`src/rtl/sram_bist_pkg.sv`:
```
// March C- BIST shared definitions: FSM states, element table, data patterns.
package sram_bist_pkg;

  typedef enum logic [1:0] {
    ST_IDLE  = 2'd0,
    ST_RUN   = 2'd1,
    ST_DRAIN = 2'd2,
    ST_DONE  = 2'd3
  } state_e;

  localparam int unsigned NUM_ELEMENTS = 6;
  localparam int unsigned ELEM_W       = 3;
  localparam int unsigned TBL_W        = 1 << ELEM_W;

  // Data pattern bits, replicated across the word by the user.
  localparam logic PAT_ZERO = 1'b0;
  localparam logic PAT_ONE  = 1'b1;

  // Per-element table, bit i describes element i:
  // E0 up(w0) E1 up(r0,w1) E2 up(r1,w0) E3 down(r0,w1) E4 down(r1,w0) E5 down(r0)
  localparam logic [TBL_W-1:0] ELEM_DOWN    = 8'b0011_1000;
  localparam logic [TBL_W-1:0] ELEM_TWO_OPS = 8'b0001_1110;
  localparam logic [TBL_W-1:0] OP0_WRITE    = 8'b0000_0001;
  localparam logic [TBL_W-1:0] OP0_VAL      = 8'b0001_0100;
  localparam logic [TBL_W-1:0] OP1_VAL      = 8'b0000_1010;

  function automatic logic elem_is_down(input logic [ELEM_W-1:0] elem);
    return ELEM_DOWN[elem];
  endfunction

  function automatic logic elem_has_two_ops(input logic [ELEM_W-1:0] elem);
    return ELEM_TWO_OPS[elem];
  endfunction

  // The second op of a two-op element is always a write.
  function automatic logic op_is_write(input logic [ELEM_W-1:0] elem, input logic phase);
    return phase ? 1'b1 : OP0_WRITE[elem];
  endfunction

  function automatic logic op_value(input logic [ELEM_W-1:0] elem, input logic phase);
    return phase ? (OP1_VAL[elem] ? PAT_ONE : PAT_ZERO) : (OP0_VAL[elem] ? PAT_ONE : PAT_ZERO);
  endfunction

endpackage

```
`src/rtl/sram_march_bist_if.sv`:
```
// SRAM macro port bundle between the BIST engine (master) and the memory (slave).
interface sram_march_bist_if #(
  parameter int unsigned ADDR_WIDTH  = 6,
  parameter int unsigned DATA_WIDTH  = 32,
  parameter int unsigned WMASK_WIDTH = 4
) ();

  logic                   sram_we;
  logic [WMASK_WIDTH-1:0] sram_wmask;
  logic [ADDR_WIDTH-1:0]  sram_addr;
  logic [DATA_WIDTH-1:0]  sram_din;
  logic [DATA_WIDTH-1:0]  sram_dout;

  modport master (
    output sram_we,
    output sram_wmask,
    output sram_addr,
    output sram_din,
    input  sram_dout
  );

  modport slave (
    input  sram_we,
    input  sram_wmask,
    input  sram_addr,
    input  sram_din,
    output sram_dout
  );

endinterface

```
`src/rtl/sram_bist_addr_gen.sv`:
```
// Up/down march address counter; loads the element start address and flags the last address.
module sram_bist_addr_gen #(
  parameter int unsigned ADDR_WIDTH = 6
) (
  input  logic                  clk,
  input  logic                  rst,
  input  logic                  load_i,
  input  logic                  load_down_i,
  input  logic                  step_i,
  output logic [ADDR_WIDTH-1:0] addr_o,
  output logic                  last_o
);

  localparam logic [ADDR_WIDTH-1:0] ADDR_MAX = '1;

  logic [ADDR_WIDTH-1:0] addr_q, addr_d;
  logic                  down_q, down_d;
  logic                  last_q, last_d;

  // Next address: load at element boundaries, otherwise step in the latched direction.
  always_comb begin
    addr_d = addr_q;
    down_d = down_q;
    if (load_i) begin
      down_d = load_down_i;
      addr_d = load_down_i ? ADDR_MAX : '0;
    end else if (step_i) begin
      addr_d = down_q ? (addr_q - ADDR_WIDTH'(1)) : (addr_q + ADDR_WIDTH'(1));
    end
    last_d = down_d ? (addr_d == '0) : (addr_d == ADDR_MAX);
  end

  // Address, direction and last-address flag registers.
  always_ff @(posedge clk) begin
    if (rst) begin
      addr_q <= '0;
      down_q <= 1'b0;
      last_q <= 1'b0;
    end else begin
      addr_q <= addr_d;
      down_q <= down_d;
      last_q <= last_d;
    end
  end

  assign addr_o = addr_q;
  assign last_o = last_q;

endmodule

```
`src/rtl/sram_march_bist.sv`:
```
// March C- SRAM BIST engine: one op per cycle, read compare two edges after issue.
// Build option SRAM_BIST_STOP_ON_FAIL_EN: abort the run at the first mismatch.
module sram_march_bist
  import sram_bist_pkg::*;
#(
  parameter int unsigned ADDR_WIDTH  = 6,
  parameter int unsigned DATA_WIDTH  = 32,
  parameter int unsigned WMASK_WIDTH = 4
) (
  input  logic                   clk,
  input  logic                   rst,
  input  logic                   start,
  output logic                   busy,
  output logic                   done,
  output logic                   fail,
  output logic [ADDR_WIDTH-1:0]  fail_addr,
  output logic [2:0]             fail_element,
  output logic [DATA_WIDTH-1:0]  fail_data,
  sram_march_bist_if.master      sram
);

  state_e                 state_q, state_d;
  logic [ELEM_W-1:0]      elem_q, elem_d;
  logic                   phase_q, phase_d;
  logic                   we_q, we_d;
  logic [WMASK_WIDTH-1:0] wmask_q, wmask_d;
  logic [DATA_WIDTH-1:0]  din_q, din_d;
  logic                   rd_q, rd_d;
  logic                   rd_val_q, rd_val_d;
  logic                   cmp_vld_q, cmp_vld_d;
  logic                   cmp_val_q, cmp_val_d;
  logic [ADDR_WIDTH-1:0]  cmp_addr_q, cmp_addr_d;
  logic [ELEM_W-1:0]      cmp_elem_q, cmp_elem_d;
  logic                   fail_q, fail_d;
  logic [ADDR_WIDTH-1:0]  fail_addr_q, fail_addr_d;
  logic [ELEM_W-1:0]      fail_elem_q, fail_elem_d;
  logic [DATA_WIDTH-1:0]  fail_data_q, fail_data_d;
  logic                   busy_q, busy_d;
  logic                   done_q, done_d;

  logic                   issue;
  logic                   iss_wr;
  logic                   iss_val;
  logic                   mismatch;
  logic                   stop;
  logic                   ag_load;
  logic                   ag_load_down;
  logic                   ag_step;
  logic                   ag_last;
  logic [ADDR_WIDTH-1:0]  ag_addr;

  sram_bist_addr_gen #(
    .ADDR_WIDTH(ADDR_WIDTH)
  ) u_addr_gen (
    .clk         (clk),
    .rst         (rst),
    .load_i      (ag_load),
    .load_down_i (ag_load_down),
    .step_i      (ag_step),
    .addr_o      (ag_addr),
    .last_o      (ag_last)
  );

  // Sequencing, op issue, compare pipeline and first-fail capture.
  always_comb begin
    state_d      = state_q;
    elem_d       = elem_q;
    phase_d      = phase_q;
    issue        = 1'b0;
    ag_load      = 1'b0;
    ag_load_down = 1'b0;
    ag_step      = 1'b0;
    fail_d       = fail_q;
    fail_addr_d  = fail_addr_q;
    fail_elem_d  = fail_elem_q;
    fail_data_d  = fail_data_q;

    mismatch = cmp_vld_q && (sram.sram_dout != {DATA_WIDTH{cmp_val_q}});
`ifdef SRAM_BIST_STOP_ON_FAIL_EN
    stop = mismatch && (state_q == ST_RUN);
`else
    stop = 1'b0;
`endif

    if (mismatch && !fail_q) begin
      fail_d      = 1'b1;
      fail_addr_d = cmp_addr_q;
      fail_elem_d = cmp_elem_q;
      fail_data_d = sram.sram_dout;
    end

    case (state_q)
      ST_IDLE, ST_DONE: begin
        if (start) begin
          state_d      = ST_RUN;
          elem_d       = '0;
          phase_d      = 1'b0;
          issue        = 1'b1;
          ag_load      = 1'b1;
          ag_load_down = elem_is_down('0);
          fail_d       = 1'b0;
          fail_addr_d  = '0;
          fail_elem_d  = '0;
          fail_data_d  = '0;
        end
      end
      ST_RUN: begin
        if (stop) begin
          state_d = ST_DONE;
        end else if (phase_q == elem_has_two_ops(elem_q)) begin
          if (ag_last) begin
            if (elem_q == ELEM_W'(NUM_ELEMENTS - 1)) begin
              state_d = ST_DRAIN;
            end else begin
              elem_d       = elem_q + ELEM_W'(1);
              phase_d      = 1'b0;
              issue        = 1'b1;
              ag_load      = 1'b1;
              ag_load_down = elem_is_down(elem_q + ELEM_W'(1));
            end
          end else begin
            phase_d = 1'b0;
            issue   = 1'b1;
            ag_step = 1'b1;
          end
        end else begin
          phase_d = 1'b1;
          issue   = 1'b1;
        end
      end
      ST_DRAIN: state_d = ST_DONE;
      default:  state_d = ST_IDLE;
    endcase

    iss_wr   = op_is_write(elem_d, phase_d);
    iss_val  = op_value(elem_d, phase_d);
    we_d     = issue && iss_wr;
    wmask_d  = {WMASK_WIDTH{we_d}};
    din_d    = issue ? {DATA_WIDTH{iss_val}} : din_q;
    rd_d     = issue && !iss_wr;
    rd_val_d = iss_val;

    // The read on the bus now is sampled by the SRAM at this edge; compare its data next edge.
    cmp_vld_d  = rd_q && !stop;
    cmp_val_d  = rd_val_q;
    cmp_addr_d = ag_addr;
    cmp_elem_d = elem_q;

    busy_d = (state_d == ST_RUN) || (state_d == ST_DRAIN);
    done_d = (state_d == ST_DONE);
  end

  // State and output registers.
  always_ff @(posedge clk) begin
    if (rst) begin
      state_q     <= ST_IDLE;
      elem_q      <= '0;
      phase_q     <= 1'b0;
      we_q        <= 1'b0;
      wmask_q     <= '0;
      din_q       <= '0;
      rd_q        <= 1'b0;
      rd_val_q    <= 1'b0;
      cmp_vld_q   <= 1'b0;
      cmp_val_q   <= 1'b0;
      cmp_addr_q  <= '0;
      cmp_elem_q  <= '0;
      fail_q      <= 1'b0;
      fail_addr_q <= '0;
      fail_elem_q <= '0;
      fail_data_q <= '0;
      busy_q      <= 1'b0;
      done_q      <= 1'b0;
    end else begin
      state_q     <= state_d;
      elem_q      <= elem_d;
      phase_q     <= phase_d;
      we_q        <= we_d;
      wmask_q     <= wmask_d;
      din_q       <= din_d;
      rd_q        <= rd_d;
      rd_val_q    <= rd_val_d;
      cmp_vld_q   <= cmp_vld_d;
      cmp_val_q   <= cmp_val_d;
      cmp_addr_q  <= cmp_addr_d;
      cmp_elem_q  <= cmp_elem_d;
      fail_q      <= fail_d;
      fail_addr_q <= fail_addr_d;
      fail_elem_q <= fail_elem_d;
      fail_data_q <= fail_data_d;
      busy_q      <= busy_d;
      done_q      <= done_d;
    end
  end

  assign busy            = busy_q;
  assign done            = done_q;
  assign fail            = fail_q;
  assign fail_addr       = fail_addr_q;
  assign fail_element    = fail_elem_q;
  assign fail_data       = fail_data_q;
  assign sram.sram_we    = we_q;
  assign sram.sram_wmask = wmask_q;
  assign sram.sram_addr  = ag_addr;
  assign sram.sram_din   = din_q;

endmodule

```
`src/flat_wrapper.sv`:
```
// flat-port wrapper written by rule: the top's interface ports become plain ports
module sram_march_bist_flat import sram_bist_pkg::*;
#(
  parameter int unsigned ADDR_WIDTH  = 6,
  parameter int unsigned DATA_WIDTH  = 32,
  parameter int unsigned WMASK_WIDTH = 4
)
  (clk, rst, start, busy, done, fail, fail_addr, fail_element, fail_data, sram_sram_we, sram_sram_wmask, sram_sram_addr, sram_sram_din, sram_sram_dout);
  sram_march_bist_if #(.ADDR_WIDTH(ADDR_WIDTH), .DATA_WIDTH(DATA_WIDTH), .WMASK_WIDTH(WMASK_WIDTH)) sram_i ();
  input  logic clk;
  input  logic rst;
  input  logic start;
  output logic busy;
  output logic done;
  output logic fail;
  output logic [ADDR_WIDTH-1:0] fail_addr;
  output logic [2:0] fail_element;
  output logic [DATA_WIDTH-1:0] fail_data;
  output wire logic [$bits(sram_i.sram_we)-1:0] sram_sram_we;
  output wire logic [$bits(sram_i.sram_wmask)-1:0] sram_sram_wmask;
  output wire logic [$bits(sram_i.sram_addr)-1:0] sram_sram_addr;
  output wire logic [$bits(sram_i.sram_din)-1:0] sram_sram_din;
  input wire logic [$bits(sram_i.sram_dout)-1:0] sram_sram_dout;
  assign sram_sram_we = sram_i.sram_we;
  assign sram_sram_wmask = sram_i.sram_wmask;
  assign sram_sram_addr = sram_i.sram_addr;
  assign sram_sram_din = sram_i.sram_din;
  assign sram_i.sram_dout = sram_sram_dout;
  sram_march_bist #(.ADDR_WIDTH(ADDR_WIDTH), .DATA_WIDTH(DATA_WIDTH), .WMASK_WIDTH(WMASK_WIDTH)) u_core (.clk(clk), .rst(rst), .start(start), .busy(busy), .done(done), .fail(fail), .fail_addr(fail_addr), .fail_element(fail_element), .fail_data(fail_data), .sram(sram_i));
endmodule
```
`config.mk`:
```
export PLATFORM = sky130hd
export DESIGN_NAME = sram_march_bist_flat
export DESIGN_NICKNAME = d
export VERILOG_FILES = /design/src/rtl/sram_bist_pkg.sv /design/src/rtl/sram_march_bist_if.sv /design/src/rtl/sram_bist_addr_gen.sv /design/src/rtl/sram_march_bist.sv /design/src/flat_wrapper.sv
export SDC_FILE = /design/constraint.sdc
export NUM_CORES = 1
export LEC_CHECK = 0
export BUFFER_PORTS_ARGS = -buffer_cell sky130_fd_sc_hd__buf_2
export CORE_UTILIZATION = 35
export DETAILED_ROUTE_END_ITERATION = 16
export SKIP_CTS_REPAIR_TIMING = 1
export SYNTH_ARGS = -nofsm -noshare
export SYNTH_HDL_FRONTEND = slang
export SYNTH_SLANG_ARGS = --single-unit
```
`constraint.sdc`:
```
create_clock -name clk -period 2.9 [get_ports clk]
set_input_delay 0.58 -clock clk [delete_from_list [all_inputs] [get_ports clk]]
set_output_delay 0.58 -clock clk [all_outputs]
set_load 0.01 [all_outputs]
```
==> Yosys cells after proc, flatten, opt, wreduce, memory -nomap -nowiden <==
Memory sizes are Yosys's and may differ from the RTL's. A register that Yosys moved wholly into a read port is not among the register bits.
Index checks and enable logic that the tools add are counted.
{ "classes": {"multipliers": 0, "n_shift": 0, "n_reduce_logical": 10, "add_sub_neg": 3, "n_eq_ne": 10, "mux": 58, "order_cmp": 3, "bitwise_logic": 0, "div_mod_pow": 0} }
{ "ops": {"columns": ["op", "n"], "rows": [
  ["2-to-1 mux 32 bit", 3],
  ["2-to-1 mux 6 bit", 7],
  ["inequality test 32 bit", 1],
  ["2-to-1 mux 1 bit", 31],
  ["2-to-1 mux 3 bit", 8],
  ["< comparator 3 x 4 -> 1 bit (second input constant)", 3],
  ["== test 2 bit (second input constant)", 4],
  ["2-to-1 mux 2 bit", 4],
  ["adder 6 x 1 -> 6 bit (second input constant)", 1],
  ["== test 6 bit (second input constant)", 1],
  ["logical NOT 6 bit", 1],
  ["case mux 1 bit (2 select lines)", 3],
  ["case mux 2 bit (3 select lines)", 1],
  ["case mux 3 bit (2 select lines)", 1],
  ["subtractor 6 x 1 -> 6 bit (second input constant)", 1],
  ["== test 2 x 1 -> 1 bit (second input constant)", 2],
  ["logical AND 1 bit", 4],
  ["adder 3 x 1 -> 3 bit (second input constant)", 1],
  ["== test 3 bit (second input constant)", 1],
  ["logical NOT 1 bit", 2],
  ["logical NOT 2 bit", 1],
  ["OR reduction 2 bit", 1],
  ["== test 1 bit", 1],
  ["logical OR 1 bit", 1]
]} }
{ "totals": {"output_inout_bits": 87, "ff_bits": 74, "latchBits": 0, "rom_bits": 40, "ramBits": 0, "word_cells": 110, "in_bits": 35, "n_memories": 5} }
{ "mem_list": {"columns": ["name", "words", "word_bits", "rd", "rd_clocked_by_memory_dff", "write_ports", "line_no", "text"], "rows": [
  ["(no name shown)", 8, 1, 1, 0, 0, "sram_bist_pkg.sv:41", "return phase ? (OP1_VAL[elem] ? PAT_ONE : PAT_ZERO) : (OP0_VAL[elem] ? PAT_ONE : PAT_ZERO);"],
  ["(no name shown)", 8, 1, 1, 0, 0, "sram_bist_pkg.sv:37", "return phase ? 1'b1 : OP0_WRITE[elem];"],
  ["(no name shown)", 8, 1, 1, 1, 0, "sram_bist_pkg.sv:32", "return ELEM_TWO_OPS[elem];"],
  ["(no name shown)", 8, 1, 1, 0, 0, "sram_bist_pkg.sv:28", "return ELEM_DOWN[elem];"],
  ["(no name shown)", 8, 1, 1, 0, 0, "sram_bist_pkg.sv:41", null]
]} }

==> Logic depth before layout (Yosys ltp) <==
{ "depth": {"ltp_word": 11, "mapped_depth": 9, "mapped_depth_nobuf": 8} }

==> By module <==
From an unflattened synthesis, not the netlist that was laid out.
{ "hier_totals": {"cells_unflattened": 392, "hier_area_um2": 3631.0} }
{ "by_module_without_submodules": {"columns": ["module", "cells_each", "area_each_um2", "n_inst", "seq_area_each_um2"], "rows": [
  ["sram_march_bist", 318, 3005.4, 1, 1321.3],
  ["sram_bist_addr_gen", 74, 625.6, 1, 160.2]
]} }

==> Least setup slack after synthesis <==
Ideal clock, no wire load.
{ "synth_path": {"path_type": "input to register", "from": "input sram_sram_dout[26]", "to": "register u_core.fail_addr_q[0] (netlist: u_core.fail_addr[0])", "path_stages": 7, "setup_time_ns": 0.128, "slack_ns": 0.544, "t_arrival_ns": 2.228, "path_cell_list": "or4_1 > nor4_1 > o22ai_1 > o211ai_4 > buf_12 > mux2i_1 > nor2_1"} }
{ "synth_via": {"elab_chain_len": 6} }
{ "synth_lines": {"columns": ["element", "line_no", "text"], "rows": [
  ["start: declaration", "flat_wrapper.sv:23", "input wire logic [$bits(sram_i.sram_dout)-1:0] sram_sram_dout;"],
  ["inequality test 32 bit *", "sram_march_bist.sv:78", "mismatch = cmp_vld_q && (sram.sram_dout != {DATA_WIDTH{cmp_val_q}});"],
  ["logical AND 1 bit *", "sram_march_bist.sv:78", null],
  ["logical AND 1 bit *", "sram_march_bist.sv:85", "if (mismatch && !fail_q) begin"],
  ["2-to-1 mux 6 bit *", "sram_march_bist.sv:85", null],
  ["2-to-1 mux 6 bit", "sram_march_bist.sv:94", "if (start) begin"],
  ["2-to-1 mux 6 bit *", "sram_march_bist.sv:92", "case (state_q)"],
  ["end signal: assignment", "sram_march_bist.sv:188", "fail_addr_q <= fail_addr_d;"],
  ["end: declaration", "sram_march_bist.sv:35", "logic [ADDR_WIDTH-1:0] fail_addr_q, fail_addr_d;"]
]} }
Every way passes the cells marked *; elsewhere a longest branch is shown, timed or not.
A chain may end at the register's enable or synchronous reset.

==> Final worst setup path <==
{ "layout_path": {"from": "register u_core.u_addr_gen.down_q", "to": "register u_core.u_addr_gen.last_q (netlist: u_core.u_addr_gen.last_o)"} }
{ "layout_via": {"elab_chain_len": 5, "elab_cells_between_ends": 7} }
{ "layout_lines": {"columns": ["element", "line_no", "text"], "rows": [
  ["start: declaration", "sram_bist_addr_gen.sv:17", "logic down_q, down_d;"],
  ["start signal: assignment", "sram_bist_addr_gen.sv:41", "down_q <= down_d;"],
  ["2-to-1 mux 6 bit", "sram_bist_addr_gen.sv:28", "addr_d = down_q ? (addr_q - ADDR_WIDTH'(1)) : (addr_q + ADDR_WIDTH'(1));"],
  ["2-to-1 mux 6 bit", "sram_bist_addr_gen.sv:27", "end else if (step_i) begin"],
  ["2-to-1 mux 6 bit", "sram_bist_addr_gen.sv:24", "if (load_i) begin"],
  ["== test 6 bit / logical NOT 6 bit (equally long branches)", "sram_bist_addr_gen.sv:30", "last_d = down_d ? (addr_d == '0) : (addr_d == ADDR_MAX);"],
  ["2-to-1 mux 1 bit *", "sram_bist_addr_gen.sv:30", null],
  ["end signal: assignment", "sram_bist_addr_gen.sv:42", "last_q <= last_d;"],
  ["end: declaration", "sram_bist_addr_gen.sv:18", "logic last_q, last_d;"]
]} }
Marks and branches as above.

==> metrics.cfg <==
[die]
die_w_um=104
die_h_um=104
core-area_um2=9950
initial_core_util_pct=36.7
dieArea_um2=10800
core.rowCount=36
pin_count=122

[worst_setup_path]
startpoint=u_core.u_addr_gen.down_q$_SDFF_PP0_
cpMaxStageDelayCell=dfxtp_1
r2r-end=u_core.u_addr_gen.last_o$_SDFF_PP0_
worstReg2RegStart=u_core.u_addr_gen.down_q$_SDFF_PP0_
slowest_delay_ps=520
critPathKind=reg -> reg
cp_cell_sequence=ha_1 -> a211oi_1 -> nor2_1 -> o31ai_1 -> a21oi_1 -> or3_1 -> o31ai_1
end_kind=register
r2r_slack_ps=470
ff2ff_path_depth=7
cp_data_arrival_time_ps=2680
cp-start-kind=register
critPathMaxFanout=10
crit_required_ps=3150
path_common_cell=o31ai_1

[placed_design]
gp_congestion=0.852
portBuffers=121
dpl.hpwl_mm=5.93

[logic_synthesis]
postSynthAreaPerCell_um2=9.17
synth_top_area_cell=dfxtp_1
yosysWarnings=0
ys_seq_area_share_pct=40.6
async_flop_share_pct=0
synth_most_common_cell=dfxtp_1
syn-num-nets=444
yosysTopAreaCellShare_pct=40.6
synth_commonest_cells=74 x dfxtp_1, 68 x nor2_1, 43 x mux2i_1, 35 x buf_4
synthTopCellsByArea=dfxtp_1 41%, mux2i_1 12%, buf_4 7.2%
netlist-cell-type-count=48
synth_edf_count=0
synth_area_um2=3650
ys_ff_latch=74
synthCells=398
synth-main-ff-cell=dfxtp_1

[sta]
tightest_slew_ps=708
finalCriticalPeriod_ps=2430
fmax_mhz=412
finalSetupViolCount=0
fin_skew_ps=8.24
setup-tns-final_ps=0
period_share_pct=83.7
slew_headroom_pct=52.6
final-hold-violation-count=0
grt_setup_unrepaired=no
holdWs_ps=440
maxSlewViolCount=0

[power]
p_leak_nw=2.14
ir_drop_mv=0.165
cellPowerDensity_nw_per_um2=472

[detailed_routing]
via_per_inst=4.81
first_iter_violations=149
firstDrtPassIters=4
ant_nets=0
drt-total-wl_mm=7.90
routedWlPerCell_um=12.7
drc=0
num_vias=2980

[layout]
fillers=955
drive_above_1_share_pct=30.0
final_util_pct=43.0
multiInputGateArea_um2=1740
regArea_um2=1480
insertedDiodeCount=0
area_delta_synth_final_pct=17.3
fin_nets=529

[global_routing]
grt.total_usage_pct=14.5
grt-ovfl-total=0
grt_max_degree=43
grt_antenna_before_repair=0
grt_pass1_vias=2751
grt_pass1_wl_mm=12.8

[cts]
cts.sinks=74
cts_max_path_buffers=2
clk_latency_ps=340
clkSlewWorstSetupHoldPaths_ps=80
cts_buffers=9
root_buffer=clkbuf_8
htreeDepth=3
cts_tree=built

[min_path]
min_path_cells=1
hp-class=reg -> reg
hold_start=u_core.cmp_val_d$_SDFF_PP0_
min_to=u_core.cmp_val_q$_SDFF_PP0_

[status]
status=finished, final reports clean

[flow_run]
cap_viol_max_count=0

[cells by family after synthesis]
kind of cell | synth area share, %
simple gates | 19.6
flops | 40.6
buf+inv | 11.9
compound gates | 10.3
mux | 11.8
fa+ha+maj | 3.98
xor+xnor | 1.92
[worst max-delay path by stage]
stage	to	cells past startpoint	slack [ps]
after detailed placement	u_core.fail_data[21]$_SDFF_PP0_	8	250
after global placement	u_core.fail_data[19]$_SDFF_PP0_	8	290
after global routing	u_core.u_addr_gen.last_o$_SDFF_PP0_	7	260
after CTS	u_core.u_addr_gen.last_o$_SDFF_PP0_	7	500
final	u_core.u_addr_gen.last_o$_SDFF_PP0_	7	470
after floorplan	u_core.fail_addr[0]$_SDFF_PP0_	7	540
[placed cells by master, fill, tap and decap left out, drive strengths merged, types with 5 or more instances in the layout]
| cell | instances |
|---|---|
| or3 | 7 |
| nand2b | 5 |
| mux2i | 43 |
| clkbuf | 10 |
| nor2b | 13 |
| dfxtp | 74 |
| o21ai | 8 |
| buf | 125 |
| nor3 | 10 |
| nand2 | 12 |
| inv | 12 |
| xnor2 | 6 |
| ha | 10 |
| nor2 | 68 |
| nor4 | 6 |
| a21oi | 13 |
| or4 | 6 |
| nand3 | 8 |
[worst max-delay path, delay by kind of cell (launching register included)]
kind / cells / cell delay (ps)
compound gates: 4 / 1110
flops: 1 / 520
simple gates: 2 / 410
fa+ha+maj: 1 / 300
[per-layer routing]
metal / part of all wire, % / track usage (%) / vias up
li1: - / - / 1521
met1: 46 / 17.6 / 1367
met2: 47 / 24.5 / 85
met3: 6.1 / 5.26 / 7
met4: 0.82 / 3.37 / 0
met5: 0 / 0 / -
[stage by stage]
step / instances / instance area [um^2] / total power [mW] / setup slack (ps)
4_1_cts: 620 / 4280 / 2.05 / 495
6_report: 620 / 4280 / 2.02 / 474
3_3_place_gp: 605 / 4090 / 1.27 / 290
5_1_grt: 620 / 4280 / 2.12 / 261
2_1_floorplan: 398 / 3650 / 1.23 / 544
3_5_place_dp: 605 / 4090 / 1.27 / 254
[area by class of cell]
type	count	area share [%]
clock buffers	10	3.21
clock inverters	5	1.29
well taps	133	3.89
flip-flops and latches	74	34.6
inverters	12	1.05
multi-input cells	261	40.5
repair buffers	125	15.4
[state kept, by name (all words and copies together) (netlist names), 2 cells and up, named ones only]
| signal | flops |
|---|---|
| u_core.fail_data | 32 |
| u_core.cmp_addr_q | 6 |
| u_core.fail_addr | 6 |
| u_core.u_addr_gen.addr_o | 6 |
| u_core.cmp_elem_d | 3 |
| u_core.cmp_elem_q | 3 |
| u_core.fail_element | 3 |
| u_core.state_q | 2 |
[where the power goes]
part	switching [mW]	internal, mW
logic	0.126	0.0809
clock network	0.361	0.413
registers	0.0137	1.02
total	0.502	1.52
Power figures use the tool's default switching activity.
